<file path="src/rtl/lambda_argmax_if.sv">
// lambda_argmax_if
//   Handshake/data bundle between the lambda pipeline (master side) and the
//   argmax search block (slave side).
//   Master drives : start, lambda_in, lambda_valid
//   Slave drives  : busy, theta_valid, theta_out, lambda_max_out
//   Parameters    : IDX_W (index / theta width), LAMBDA_W (lambda sample width)
interface lambda_argmax_if #(
  parameter int IDX_W    = 12,
  parameter int LAMBDA_W = 14
) ();
  logic                       start;
  logic signed [LAMBDA_W-1:0] lambda_in;
  logic                       lambda_valid;
  logic                       busy;
  logic                       theta_valid;
  logic        [IDX_W-1:0]    theta_out;
  logic signed [LAMBDA_W-1:0] lambda_max_out;

  modport master (
    output start, lambda_in, lambda_valid,
    input  busy, theta_valid, theta_out, lambda_max_out
  );

  modport slave (
    input  start, lambda_in, lambda_valid,
    output busy, theta_valid, theta_out, lambda_max_out
  );
endinterface

</file>
<file path="src/rtl/lambda_argmax.sv">
// lambda_argmax
//   Scans a window of SEARCH_LEN lambda samples (Q6.8 signed) and reports the
//   0-based index of the maximum (theta) together with the peak value.
//   Ties keep the first occurrence (strict greater-than compare).
//
//   Ports:
//     clk  - clock
//     rst  - synchronous, active-high reset
//     bus  - lambda_argmax_if.slave:
//              start          one-cycle pulse arming a new search
//              lambda_in      lambda sample
//              lambda_valid   lambda_in valid this cycle
//              busy           high while searching
//              theta_valid    one-cycle pulse, results valid
//              theta_out      index of the maximum within the window
//              lambda_max_out peak lambda value
//
//   Optional feature macro: LAMBDA_ARGMAX_FREERUN_EN
//     When defined, the first start after reset puts the block in a free-running
//     mode: each window is followed immediately by the next one with no dead
//     cycle, busy stays high, and later start pulses are ignored.
//     When undefined, the block performs one search per start pulse.
module lambda_argmax #(
  parameter int SEARCH_LEN = 2192,
  parameter int IDX_W      = $clog2(SEARCH_LEN),
  parameter int LAMBDA_W   = 14
) (
  input  logic          clk,
  input  logic          rst,
  lambda_argmax_if.slave bus
);

  typedef logic signed [LAMBDA_W-1:0] lambda_t;

  typedef enum logic [1:0] {
    IDLE   = 2'd0,
    SEARCH = 2'd1,
    DONE   = 2'd2
  } state_t;

  localparam logic [IDX_W-1:0] IDX_ZERO = IDX_W'(0);
  localparam logic [IDX_W-1:0] IDX_ONE  = IDX_W'(1);
  localparam logic [IDX_W-1:0] LAST_IDX = IDX_W'(SEARCH_LEN - 1);
  localparam lambda_t          MOST_NEG = {1'b1, {(LAMBDA_W-1){1'b0}}};

  state_t             state_r;
  state_t             state_s;
  logic [IDX_W-1:0]   idx_r;
  lambda_t            max_r;
  logic [IDX_W-1:0]   arg_r;
  logic               busy_r;
  logic               busy_s;
  logic               theta_valid_r;
  logic [IDX_W-1:0]   theta_r;
  lambda_t            lmax_r;

  logic               consume_s;
  logic               last_s;
  logic               take_s;
  logic               arm_s;
  lambda_t            new_max_s;
  logic [IDX_W-1:0]   new_arg_s;

  // Sample consumption and running-max compare for the current sample
  always_comb begin
    consume_s = (state_r == SEARCH) && bus.lambda_valid;
    last_s    = (idx_r == LAST_IDX);
    // Index 0 always loads so the most-negative seed never leaks out.
    take_s    = (idx_r == IDX_ZERO) || (bus.lambda_in > max_r);
    // start is only honoured outside SEARCH; in free-run DONE is never
    // reached, so only the first start after reset (from IDLE) counts.
    arm_s     = bus.start && ((state_r == IDLE) || (state_r == DONE));
    if (take_s) begin
      new_max_s = bus.lambda_in;
      new_arg_s = idx_r;
    end else begin
      new_max_s = max_r;
      new_arg_s = arg_r;
    end
  end

  // FSM state register
  always_ff @(posedge clk) begin
    if (rst) begin
      state_r <= IDLE;
    end else begin
      state_r <= state_s;
    end
  end

  // FSM next-state logic
  always_comb begin
    state_s = state_r;
    case (state_r)
      IDLE: begin
        if (bus.start) begin
          state_s = SEARCH;
        end else begin
          state_s = IDLE;
        end
      end
      SEARCH: begin
        if (consume_s && last_s) begin
`ifdef LAMBDA_ARGMAX_FREERUN_EN
          state_s = SEARCH;
`else
          state_s = DONE;
`endif
        end else begin
          state_s = SEARCH;
        end
      end
      DONE: begin
        if (bus.start) begin
          state_s = SEARCH;
        end else begin
          state_s = IDLE;
        end
      end
      default: begin
        state_s = IDLE;
      end
    endcase
  end

  // FSM output decode; busy is registered from the next state so it lines up
  // with the state it describes
  always_comb begin
    if (state_s == SEARCH) begin
      busy_s = 1'b1;
    end else begin
      busy_s = 1'b0;
    end
  end

  // Search datapath: window index, running max and its index
  always_ff @(posedge clk) begin
    if (rst) begin
      idx_r <= IDX_ZERO;
      max_r <= MOST_NEG;
      arg_r <= IDX_ZERO;
    end else if (arm_s) begin
      idx_r <= IDX_ZERO;
      max_r <= MOST_NEG;
      arg_r <= IDX_ZERO;
    end else if (consume_s) begin
      if (last_s) begin
        // Window complete: results go to the output registers, search
        // registers are re-seeded so a free-running window starts clean.
        idx_r <= IDX_ZERO;
        max_r <= MOST_NEG;
        arg_r <= IDX_ZERO;
      end else begin
        idx_r <= idx_r + IDX_ONE;
        max_r <= new_max_s;
        arg_r <= new_arg_s;
      end
    end else begin
      idx_r <= idx_r;
      max_r <= max_r;
      arg_r <= arg_r;
    end
  end

  // Output registers: results captured in the cycle the last sample is consumed
  always_ff @(posedge clk) begin
    if (rst) begin
      busy_r        <= 1'b0;
      theta_valid_r <= 1'b0;
      theta_r       <= IDX_ZERO;
      lmax_r        <= '0;
    end else begin
      busy_r        <= busy_s;
      theta_valid_r <= consume_s && last_s;
      if (consume_s && last_s) begin
        theta_r <= new_arg_s;
        lmax_r  <= new_max_s;
      end else begin
        theta_r <= theta_r;
        lmax_r  <= lmax_r;
      end
    end
  end

  assign bus.busy           = busy_r;
  assign bus.theta_valid    = theta_valid_r;
  assign bus.theta_out      = theta_r;
  assign bus.lambda_max_out = lmax_r;

endmodule
</file>
<file path="src/flat_wrapper.sv">
// flat-port wrapper written by rule: the top's interface ports become plain ports
module lambda_argmax_flat 
#(
  parameter int SEARCH_LEN = 2192,
  parameter int IDX_W      = $clog2(SEARCH_LEN),
  parameter int LAMBDA_W   = 14
)
  (clk, rst, bus_start, bus_lambda_in, bus_lambda_valid, bus_busy, bus_theta_valid, bus_theta_out, bus_lambda_max_out);
  lambda_argmax_if #(.IDX_W(IDX_W), .LAMBDA_W(LAMBDA_W)) bus_i ();
  input  logic clk;
  input  logic rst;
  input wire logic [$bits(bus_i.start)-1:0] bus_start;
  input wire logic [$bits(bus_i.lambda_in)-1:0] bus_lambda_in;
  input wire logic [$bits(bus_i.lambda_valid)-1:0] bus_lambda_valid;
  output wire logic [$bits(bus_i.busy)-1:0] bus_busy;
  output wire logic [$bits(bus_i.theta_valid)-1:0] bus_theta_valid;
  output wire logic [$bits(bus_i.theta_out)-1:0] bus_theta_out;
  output wire logic [$bits(bus_i.lambda_max_out)-1:0] bus_lambda_max_out;
  assign bus_i.start = bus_start;
  assign bus_i.lambda_in = bus_lambda_in;
  assign bus_i.lambda_valid = bus_lambda_valid;
  assign bus_busy = bus_i.busy;
  assign bus_theta_valid = bus_i.theta_valid;
  assign bus_theta_out = bus_i.theta_out;
  assign bus_lambda_max_out = bus_i.lambda_max_out;
  lambda_argmax #(.SEARCH_LEN(SEARCH_LEN), .IDX_W(IDX_W), .LAMBDA_W(LAMBDA_W)) u_core (.clk(clk), .rst(rst), .bus(bus_i));
endmodule
</file>
<file path="config.mk">
export PLATFORM = sky130hd
export DESIGN_NAME = lambda_argmax_flat
export DESIGN_NICKNAME = d
export VERILOG_FILES = /design/src/rtl/lambda_argmax_if.sv /design/src/rtl/lambda_argmax.sv /design/src/flat_wrapper.sv
export SDC_FILE = /design/constraint.sdc
export NUM_CORES = 1
export LEC_CHECK = 0
export ABC_AREA = 1
export BUFFER_PORTS_ARGS = -buffer_cell sky130_fd_sc_hd__buf_4
export CORE_UTILIZATION = 55
export DETAILED_ROUTE_END_ITERATION = 8
export PLACE_DENSITY = 0.81
export RECOVER_POWER = 50
export SETUP_SLACK_MARGIN = 0.2
export SLEW_MARGIN = 10
export SYNTH_ARGS = -nofsm -noshare
export SYNTH_HDL_FRONTEND = slang
export SYNTH_SLANG_ARGS = --single-unit
</file>
<file path="constraint.sdc">
create_clock -name clk -period 3.75 [get_ports clk]
set_clock_uncertainty 0.2 [all_clocks]
set_input_delay 0.375 -clock clk [delete_from_list [all_inputs] [get_ports clk]]
set_output_delay 0.375 -clock clk [all_outputs]
set_load 0.005 [all_outputs]
</file>
==> results.cfg, run 1 <==
[grt]
grt_pass1_wl_um = 15390
grt_max_degree = 32
grt_overflow = 0
grt_pass1_vias = 3395
grt_usage = 0.2736
antenna_found_initial = 0

[routing]
first_pass_iters = 7
ant_nets = 0
drtIter0Drc = 201
wl_um = 9038
vias = 3604
drcViolationCount = 0
vias_per_cell = 5.277
wl_per_cell_um = 13.23

[floorplanning]
die_area_um2 = 6915
fp.dieH_um = 83.16
die_w_um = 83.16
start_util = 0.5704
top_level_ports = 46
row_count = 29
core_area_um2 = 6350

[synth]
syn_inst = 561
yosys_warnings = 0
synth_cell_types = 24
synth.cell_area_um2 = 3622
ys_ff_latch = 68
syn_nets = 595
syn_area_per_cell_um2 = 6.457
ys_seq_area_frac = 0.3758

[pwr]
ir_drop_mv = 0.2515
leakage_nw = 1.948
power_per_cell_area_nw_per_um2 = 362.8

[critical_path]
crit_arrival_ns = 2.97
endpoint_kind = flop
worstSetupEndpoint = u_core.bus.lambda_max_out[3]
crit_type = reg -> reg
reg2reg_slack_ns = 0.83
r2r_end = u_core.bus.lambda_max_out[3]
critPathLaunch = u_core.max_r[13]
cp_max_fo = 27
r2r-start = u_core.max_r[13]
cp_data_required_time_ns = 3.80
reg2regPathDepth = 15
startpoint_type = flop

[timing]
timing.setup.tns_ns = 0
fmax_mhz = 342.6
timing.final.crit_period_ns = 2.919
rsz0062_at_grt = no
hold_viol = 0
setup_viol = 0
worstMarginPinSlew_ns = 1.213
min_period_over_period = 0.7785
max-slew-margin-rel = 0.1911
slew_viol_final = 0

[finish]
final_common_cell = nand2_1
layout_common_cells = nand2_1 (167), inv_1 (116), dfxtp_1 (68), a21oi_1 (66), nand3_1 (61)
diodes = 0
num-nets-final = 635
drive_gt1_frac = 0.1221
syn_to_final_growth_pct = 15.20
stdcell_count = 683

[placed_design]
gp_congestion = 0.8925
dp_cells = 667
dp_hpwl_um = 6310
port-buffer-count = 45

[clock_tree]
post_cts_resized = 0
path_clk_slew_ns = 0.08
cts_buffer_depth = 2
cts_tree = built
clock-sinks = 68
clock_latency_ns = 0.35
htree_levels = 3
postCtsSetupRepairBufs = 0
numCtsBuffers = 9
root_buffer = clkbuf_8
hold_buffers = 0

[min_path]
min_path_type = in -> reg

[flow_run]
cap_violations = 0

[outcome]
outcome = finished, final reports clean
[how the worst min path moves through the flow]
stage                                start  cells past startpoint                 to  slack (ns)
after floorplan           u_core.idx_r[10]                      1   u_core.idx_r[10]        0.22
after global placement    u_core.idx_r[10]                      1   u_core.idx_r[10]        0.23
after detailed placement  u_core.idx_r[10]                      1   u_core.idx_r[10]        0.24
after CTS                        bus_start                      3    u_core.bus.busy        0.12
after global routing             bus_start                      3  u_core.state_r[0]        0.14
final                            bus_start                      3    u_core.bus.busy        0.12
[cells in the mapped netlist]
cell,count,area share
o21ai_1,1,0.0014
a21oi_1,66,0.091
nand2_2,6,0.010
buf_6,2,0.0062
inv_2,3,0.0031
o21ai_0,6,0.0083
xor2_1,1,0.0024
nor4_1,1,0.0017
nand3_1,61,0.084
dfxtp_1,68,0.38
ha_1,16,0.055
nand2_4,1,0.0031
nor2_1,17,0.018
buf_4,1,0.0021
buf_2,4,0.0055
nor2_2,4,0.0069
nand4_1,2,0.0035
nor3_1,3,0.0041
clkbuf_1,13,0.013
nand3_4,1,0.0048
inv_1,115,0.12
a211oi_1,2,0.0041
nand2_1,166,0.17
nand4_2,1,0.0035
[layer usage]
metal / global-route usage / share of wire / wire [um] / up-vias
met5: 0 / 0 / 0 / -
met4: 0.1238 / 0.022 / 195 / 0
met3: 0.03976 / 0.067 / 605 / 19
met2: 0.4523 / 0.48 / 4368 / 149
met1: 0.3537 / 0.43 / 3869 / 1621
li1: - / - / - / 1815
[logic make-up (layout without fill, tap and decap cells)]
kind of cell,after synthesis,after routing,synth area share
DFF,68,68,0.3758
AOI/OAI and AO/OA,75,75,0.1050
adders and majority gates,16,16,0.05527
buffers and inverters,138,183,0.1496
and+or+nand+nor,263,263,0.3119
xor gates and xnor gates,1,1,0.002418
[final cells by class]
class | count | area, um2
clock buffer | 10 | 137.6
fill | 558 | 2177
inverter | 118 | 442.9
clock inverter | 6 | 63.81
timing repair buffer | 49 | 364.1
sequential | 68 | 1361
tap | 77 | 96.34
multi-input combinational | 355 | 1707
[worst max-delay path, stage by stage (launching register included)]
cell and delay [ns]:
dfxtp_1 0.37, inv_1 0.07, ha_1 0.33, nand2_1 0.09, nor2_1 0.17, inv_1 0.06
nor2_1 0.15, nand2_1 0.10, nand3_1 0.13, nand3_4 0.31, nand2_4 0.41, nand2_1 0.13
nand2_1 0.09, nand2_1 0.07, nand2_1 0.09, inv_1 0.05
[through the flow]
step | area [um2] | setup WS [ns] | power (mW) | hold WS, ns | util
after floorplan | 3622 | 1.615 | 0.8597 | 0.2220 | -
after global placement | 3988 | 1.032 | 0.8993 | 0.2333 | 0.6280
after detailed placement | 3988 | 0.8769 | 0.9052 | 0.2378 | 0.6280
after CTS | 4189 | 0.9376 | 1.514 | 0.1184 | 0.6597
after global routing | 4173 | 0.5642 | 1.569 | 0.1373 | 0.6571
final | 4173 | 0.8308 | 1.514 | 0.1181 | 0.6571
[sequential cells by signal, summed over array words and instances, names as in the netlist]
register	flops
u_core.state_r	2
u_core.arg_r	12
u_core.bus.lambda_max_out	14
u_core.bus.theta_valid	1
u_core.bus.theta_out	12
u_core.idx_r	12
u_core.bus.busy	1
u_core.max_r	14
[where the power goes]
group          switching, mW  internal, mW
sequential           0.00333         0.728
combinational          0.109        0.0508
clock                  0.299         0.324
total                  0.411          1.10
No activity file was read; power rests on OpenSTA's default activity.
==> inputs of run 2 (changes only) <==
==> constraint.sdc (replaced) <==
create_clock -name clk -period 3 [get_ports clk]
set_clock_uncertainty 0.2 [all_clocks]
set_input_delay 0.3 -clock clk [delete_from_list [all_inputs] [get_ports clk]]
set_output_delay 0.3 -clock clk [all_outputs]
set_load 0.005 [all_outputs]
==> run 2 against run 1 <==
  * Critical path depth is the same
  * Non-clock buffer count is 1 lower
  * Combinational power increased by 25%
  * Fmax up 18%
  * Highest routed layer unchanged
  * Utilization unchanged
  * Clock power rose by 23%
  * Count of clock-buffer cells in the layout fell by 1
  * Final cell count shrank 0.15%
  * Global-route usage fell by 0.83 points
  * Sequential share of layout area did not move
==> results.cfg, run 2 (synthesis results as in run 1) <==
[floorplanning]
core_area_um2 = 6350
start_util = 0.5704
top_level_ports = 46
row_count = 29
fp.dieH_um = 83.16
die_area_um2 = 6915
die_w_um = 83.16

[finish]
syn_to_final_growth_pct = 15.20
num-nets-final = 634
diodes = 0
final_common_cell = nand2_1
design_area_um2 = 4173
drive_gt1_frac = 0.1256
layout_common_cells = nand2_1 (167), inv_1 (116), dfxtp_1 (68), a21oi_1 (66), nand3_1 (61)

[critical_path]
crit_type = reg -> reg
r2r_end = u_core.bus.lambda_max_out[3]
endpoint_kind = flop
cp_max_fo = 26
crit_top_cell = nand2_1
startpoint_type = flop
cp_cell_sequence = inv_1 > ha_1 > nand2_1 > nor2_1 > inv_1 > nor2_1 > nand2_1 > nand3_1 > nand3_4 > nand2_4 > nand2_1 > nand2_1 > nand2_1 > nand2_1 > inv_1
slowest_stage = dfxtp_1
reg2reg_slack_ns = 0.52
critPathMaxStageDelay_ns = 0.35
crit_arrival_ns = 2.53
r2r-start = u_core.max_r[13]
reg2regPathDepth = 15
cp_data_required_time_ns = 3.05

[clock_tree]
postCtsSetupRepairBufs = 0
cts_tree = built
clock-sinks = 68
cts_buffer_depth = 2
numCtsBuffers = 9
htree_levels = 3
path_clk_slew_ns = 0.08
root_buffer = clkbuf_8
post_cts_resized = 0
clock_latency_ns = 0.34
hold_buffers = 0

[grt]
grt_usage = 0.2653
grt_max_degree = 32
grt_pass1_vias = 3281
grt_overflow = 0
grt_pass1_wl_um = 14860
antenna_found_initial = 0

[routing]
drtIter0Drc = 299
first_pass_iters = 6
drcViolationCount = 0
vias_per_cell = 5.251
wl_um = 8764
vias = 3581
wl_per_cell_um = 12.85
ant_nets = 0

[pwr]
leakage_nw = 1.944
power_per_cell_area_nw_per_um2 = 450.0
ir_drop_mv = 0.4844

[timing]
min_period_over_period = 0.8255
setup_viol = 0
timing.final.crit_period_ns = 2.476
fmax_mhz = 403.8
worstMarginPinSlew_ns = 1.217
rsz0062_at_grt = no
max-slew-margin-rel = 0.1877
timing.setup.tns_ns = 0
slew_viol_final = 0
hold_viol = 0

[flow_run]
cap_violations = 0

[placed_design]
port-buffer-count = 45
gp_congestion = 0.8635
dp_hpwl_um = 5968
postPlaceCellArea_um2 = 3980

[min_path]
whs_path_depth = 3
hold_end = u_core.bus.busy
worstHoldStart = bus_start
min_path_type = in -> reg

[outcome]
outcome = finished, final reports clean
## run 2: cell count changes in the layout (fill, tap and decap cells not counted), sizes merged
cell and change:
clkbuf -2, inv +1
## run 2: routing by layer
metal  routed length (um)  global-route usage  part of all wire
met2                 4210              0.4426              0.48
met3                  593             0.04175             0.068
met4                  154             0.09718             0.018
met5                    0                   0                 0
met1                 3806              0.3468              0.43
## run 2: final cells by class
type	instances	area (um2)
fillers	553	2177
multi-input cells	355	1712
flip-flops and latches	68	1361
inverters	118	442.9
repair buffers	48	360.3
clock buffers	9	123.9
well taps	77	96.34
clock inverters	7	76.32
## run 2: worst max-delay path by stage
| stage | depth (start not counted) | slack, ns | end | from |
|---|---|---|---|---|
| finish | 15 | 0.52 | u_core.bus.lambda_max_out[3] | u_core.max_r[13] |
| floorplan | 16 | 0.88 | u_core.bus.lambda_max_out[4] | u_core.max_r[13] |
| CTS | 10 | 0.57 | u_core.idx_r[7] | u_core.idx_r[0] |
| global placement | 15 | 0.63 | u_core.bus.lambda_max_out[3] | bus_lambda_in[13] |
| detailed placement | 15 | 0.53 | u_core.bus.lambda_max_out[10] | bus_lambda_in[13] |
| global route | 16 | 0.18 | u_core.bus.theta_out[8] | u_core.max_r[13] |
## run 2: critical path: cells and delay by family (launching register included)
kind / cells / cell delay, ns
simple gates: 11 / 1.36
flops: 1 / 0.35
fa+ha+maj: 1 / 0.33
buf+inv: 3 / 0.13
## run 2: metrics by stage
stage	hold WS (ns)	cells	power (mW)	worst slack (ns)	util
global route	0.05401	682	1.960	0.1843	0.6571
global placement	0.2387	666	1.127	0.6281	0.6268
floorplan	0.2220	561	1.075	0.8751	-
CTS	0.03749	682	1.886	0.5698	0.6583
detailed placement	0.2447	666	1.133	0.5268	0.6268
finish	0.04049	682	1.878	0.5236	0.6571
## run 2: power breakdown
group / internal [mW] / total [mW] / leakage [nW] / switching [mW]
clock: 0.388 / 0.764 / 0.0958 / 0.376
combinational: 0.0656 / 0.200 / 1.30 / 0.134
sequential: 0.910 / 0.914 / 0.549 / 0.00418
==> inputs of run 3 (changes only) <==
--- a/config.mk
+++ b/config.mk
@@ -5,11 +5,11 @@
 export SDC_FILE = /design/constraint.sdc
 export NUM_CORES = 1
 export LEC_CHECK = 0
-export ABC_AREA = 1
+export ABC_AREA = 0
 export BUFFER_PORTS_ARGS = -buffer_cell sky130_fd_sc_hd__buf_4
 export CORE_UTILIZATION = 55
 export DETAILED_ROUTE_END_ITERATION = 8
-export PLACE_DENSITY = 0.81
+export PLACE_DENSITY = 0.83
 export RECOVER_POWER = 50
 export SETUP_SLACK_MARGIN = 0.2
 export SLEW_MARGIN = 10
==> constraint.sdc (replaced) <==
create_clock -name clk -period 2.55 [get_ports clk]
set_clock_uncertainty 0.2 [all_clocks]
set_input_delay 0.255 -clock clk [delete_from_list [all_inputs] [get_ports clk]]
set_output_delay 0.255 -clock clk [all_outputs]
set_load 0.005 [all_outputs]
==> run 3 against run 2 <==
  * The flow now finishes with violations (negative setup slack)
  * Power up 23%
  * Register-to-register slack worse by 0.60 ns
  * Utilization up 13 points
  * Critical path depth down 4
  * Non-clock buffer count up 31
  * Combinational power up 10%
  * Critical path type unchanged
  * Critical endpoint is now u_core.bus.theta_out[4]
==> results.cfg, run 3 <==
[clock_tree]
cts_tree = built
root_buffer = clkbuf_8
clock_latency_ns = 0.35
clock-sinks = 68
path_clk_slew_ns = 0.07
cts_buffer_depth = 2
htree_levels = 3
numCtsBuffers = 9

[timing]
fmax_mhz = 381.2
slew_viol_final = 0
rsz0062_at_grt = yes
max-slew-margin-rel = 0.6715
fin_hold_ws_ns = 0.07669
hold_viol = 0
min_period_over_period = 1.029
timing.final.crit_period_ns = 2.623
setup_viol = 28
setup_slack_ns = -0.07297
worstMarginPinSlew_ns = 0.4928

[grt]
grt_overflow = 0
grt_usage = 0.2819
grt_pass1_wl_um = 11870
antenna_found_initial = 0
grt_pass1_vias = 2482
grt_max_degree = 37

[placed_design]
postPlaceCellArea_um2 = 3361
port-buffer-count = 45
gp_congestion = 0.7927
dp_hpwl_um = 4183
dp_cells = 413

[min_path]
whs_path_depth = 3
worstHoldStart = bus_start
hold_end = u_core.state_r[0]
min_path_type = in -> reg

[finish]
diodes = 0
num-nets-final = 419
fill_cells = 273
final_common_cell = dfxtp_1
syn_to_final_growth_pct = 36.61
design_area_um2 = 4090
seq_area_um2 = 1375
multi_input_area_um2 = 1668
layout_common_cells = dfxtp_1 (57), nor2_1 (41), buf_4 (30), a22o_1 (25), clkbuf_4 (25)
stdcell_count = 459
drive_gt1_frac = 0.3213

[floorplanning]
die_w_um = 75.78
core_area_um2 = 5172
start_util = 0.5789
row_count = 26
fp.dieH_um = 75.78
top_level_ports = 46
die_area_um2 = 5743

[routing]
vias = 2821
wl_per_cell_um = 20.01
drtIter0Drc = 348
vias_per_cell = 6.146
ant_nets = 0
wl_um = 9183
drcViolationCount = 0
first_pass_iters = 5

[critical_path]
endpoint_kind = flop
r2r-start = u_core.max_r[7]
reg2reg_slack_ns = -0.07
startpoint_type = flop
cp_max_fo = 8
r2r_end = u_core.bus.theta_out[4]
cp_data_required_time_ns = 2.63
crit_type = reg -> reg
reg2regPathDepth = 11
crit_arrival_ns = 2.70

[synth]
yosys_warnings = 0
synth-async-reset-ratio = 0
synth.cell_area_um2 = 2994
yosysTopAreaCellShare = 0.4547
yosys.area.top_type = dfxtp_1
syn_inst = 314
syn_nets = 348
synth_ff_type = dfxtp_1
syn_area_per_cell_um2 = 9.535
synth_most_common_cell = dfxtp_1
synth_cell_types = 39
ys_seq_area_frac = 0.4547
synth_top_cells_by_count = dfxtp_1 (68), nor2_1 (42), a22o_1 (25)
synth_edf_count = 0
ys_ff_latch = 68
synth_area_leaders = dfxtp_1 (45%), a22o_1 (7.3%), ha_1 (6.7%)

[pwr]
power_per_cell_area_nw_per_um2 = 563.6
ir_drop_mv = 0.3477
leakage_nw = 1.667

[flow_run]
cap_violations = 0

[outcome]
outcome = finished with violations
violations = negative setup slack
[run 3: cell families after synthesis]
group / Yosys count / synth area share
buf+inv: 39 / 0.06435
compound gates: 67 / 0.1743
fa+ha+maj: 16 / 0.06686
mux: 16 / 0.05349
flops: 68 / 0.4547
xor+xnor: 10 / 0.02925
simple gates: 98 / 0.1571
[run 3: power breakdown]
group | internal [mW] | switching (mW)
sequential | 1.07 | 0.00782
clock | 0.597 | 0.408
combinational | 0.103 | 0.118
[run 3: how the worst max path moves through the flow]
stage / start / slack (ns) / to / depth (start not counted)
floorplan: u_core.max_r[11] / 0.14 / u_core.max_r[11] / 11
global route: u_core.max_r[7] / -0.09 / u_core.bus.theta_out[4] / 11
finish: u_core.max_r[7] / -0.07 / u_core.bus.theta_out[4] / 11
CTS: u_core.max_r[4] / 0.12 / u_core.bus.lambda_max_out[10] / 9
detailed placement: u_core.max_r[4] / 0.1 / u_core.bus.lambda_max_out[3] / 9
global placement: u_core.max_r[3] / 0.14 / u_core.bus.theta_out[0] / 9
[run 3: repair_timing]
| action | 4_1_cts | 5_1_grt |
|---|---|---|
| hold buffers | 14 | 0 |
| endpoints found under the hold margin | 14 | 0 |
| gates cloned | 2 | 0 |
| pin swaps | 12 | 15 |
| resized for setup | 14 | 39 |
| setup buffers | 9 | 6 |
| setup endpoints to repair | 43 | 55 |
[run 3: final cells by class]
cell class | count | area share
Multi-Input combinational cell | 209 | 0.4078
Sequential cell | 68 | 0.3362
Timing Repair Buffer | 79 | 0.1634
Clock buffer | 11 | 0.03701
Tap cell | 70 | 0.02141
Clock inverter | 4 | 0.01774
Inverter | 18 | 0.01652
[run 3: critical path, stage by stage (launching register included)]
cell and delay, ns:
dfxtp_2 0.36, inv_2 0.06, ha_4 0.26, nand4_1 0.21, buf_4 0.22, nor4_4 0.28
o21a_1 0.23, a21oi_4 0.08, buf_4 0.16, buf_6 0.13, nand3b_1 0.19, a21oi_2 0.19
[run 3: per-layer routing]
layer  global-route usage  part of all wire  vias to the layer above
met2               0.4376              0.48                      183
met4               0.1193             0.044                        0
met1               0.3651              0.40                     1331
met5                    0                 0                        -
li1                     -                 -                     1262
met3              0.08333             0.081                       45
[run 3: through the flow]
stage          TNS, ns  power [mW]    util  setup WS [ns]
2_1_floorplan        0       1.189       -         0.1384
3_3_place_gp         0       1.238  0.6497         0.1430
3_5_place_dp         0       1.242  0.6497        0.09585
4_1_cts              0       2.250  0.7494         0.1241
5_1_grt         -2.041       2.371  0.7908       -0.09317
6_report        -1.173       2.305  0.7908       -0.07297
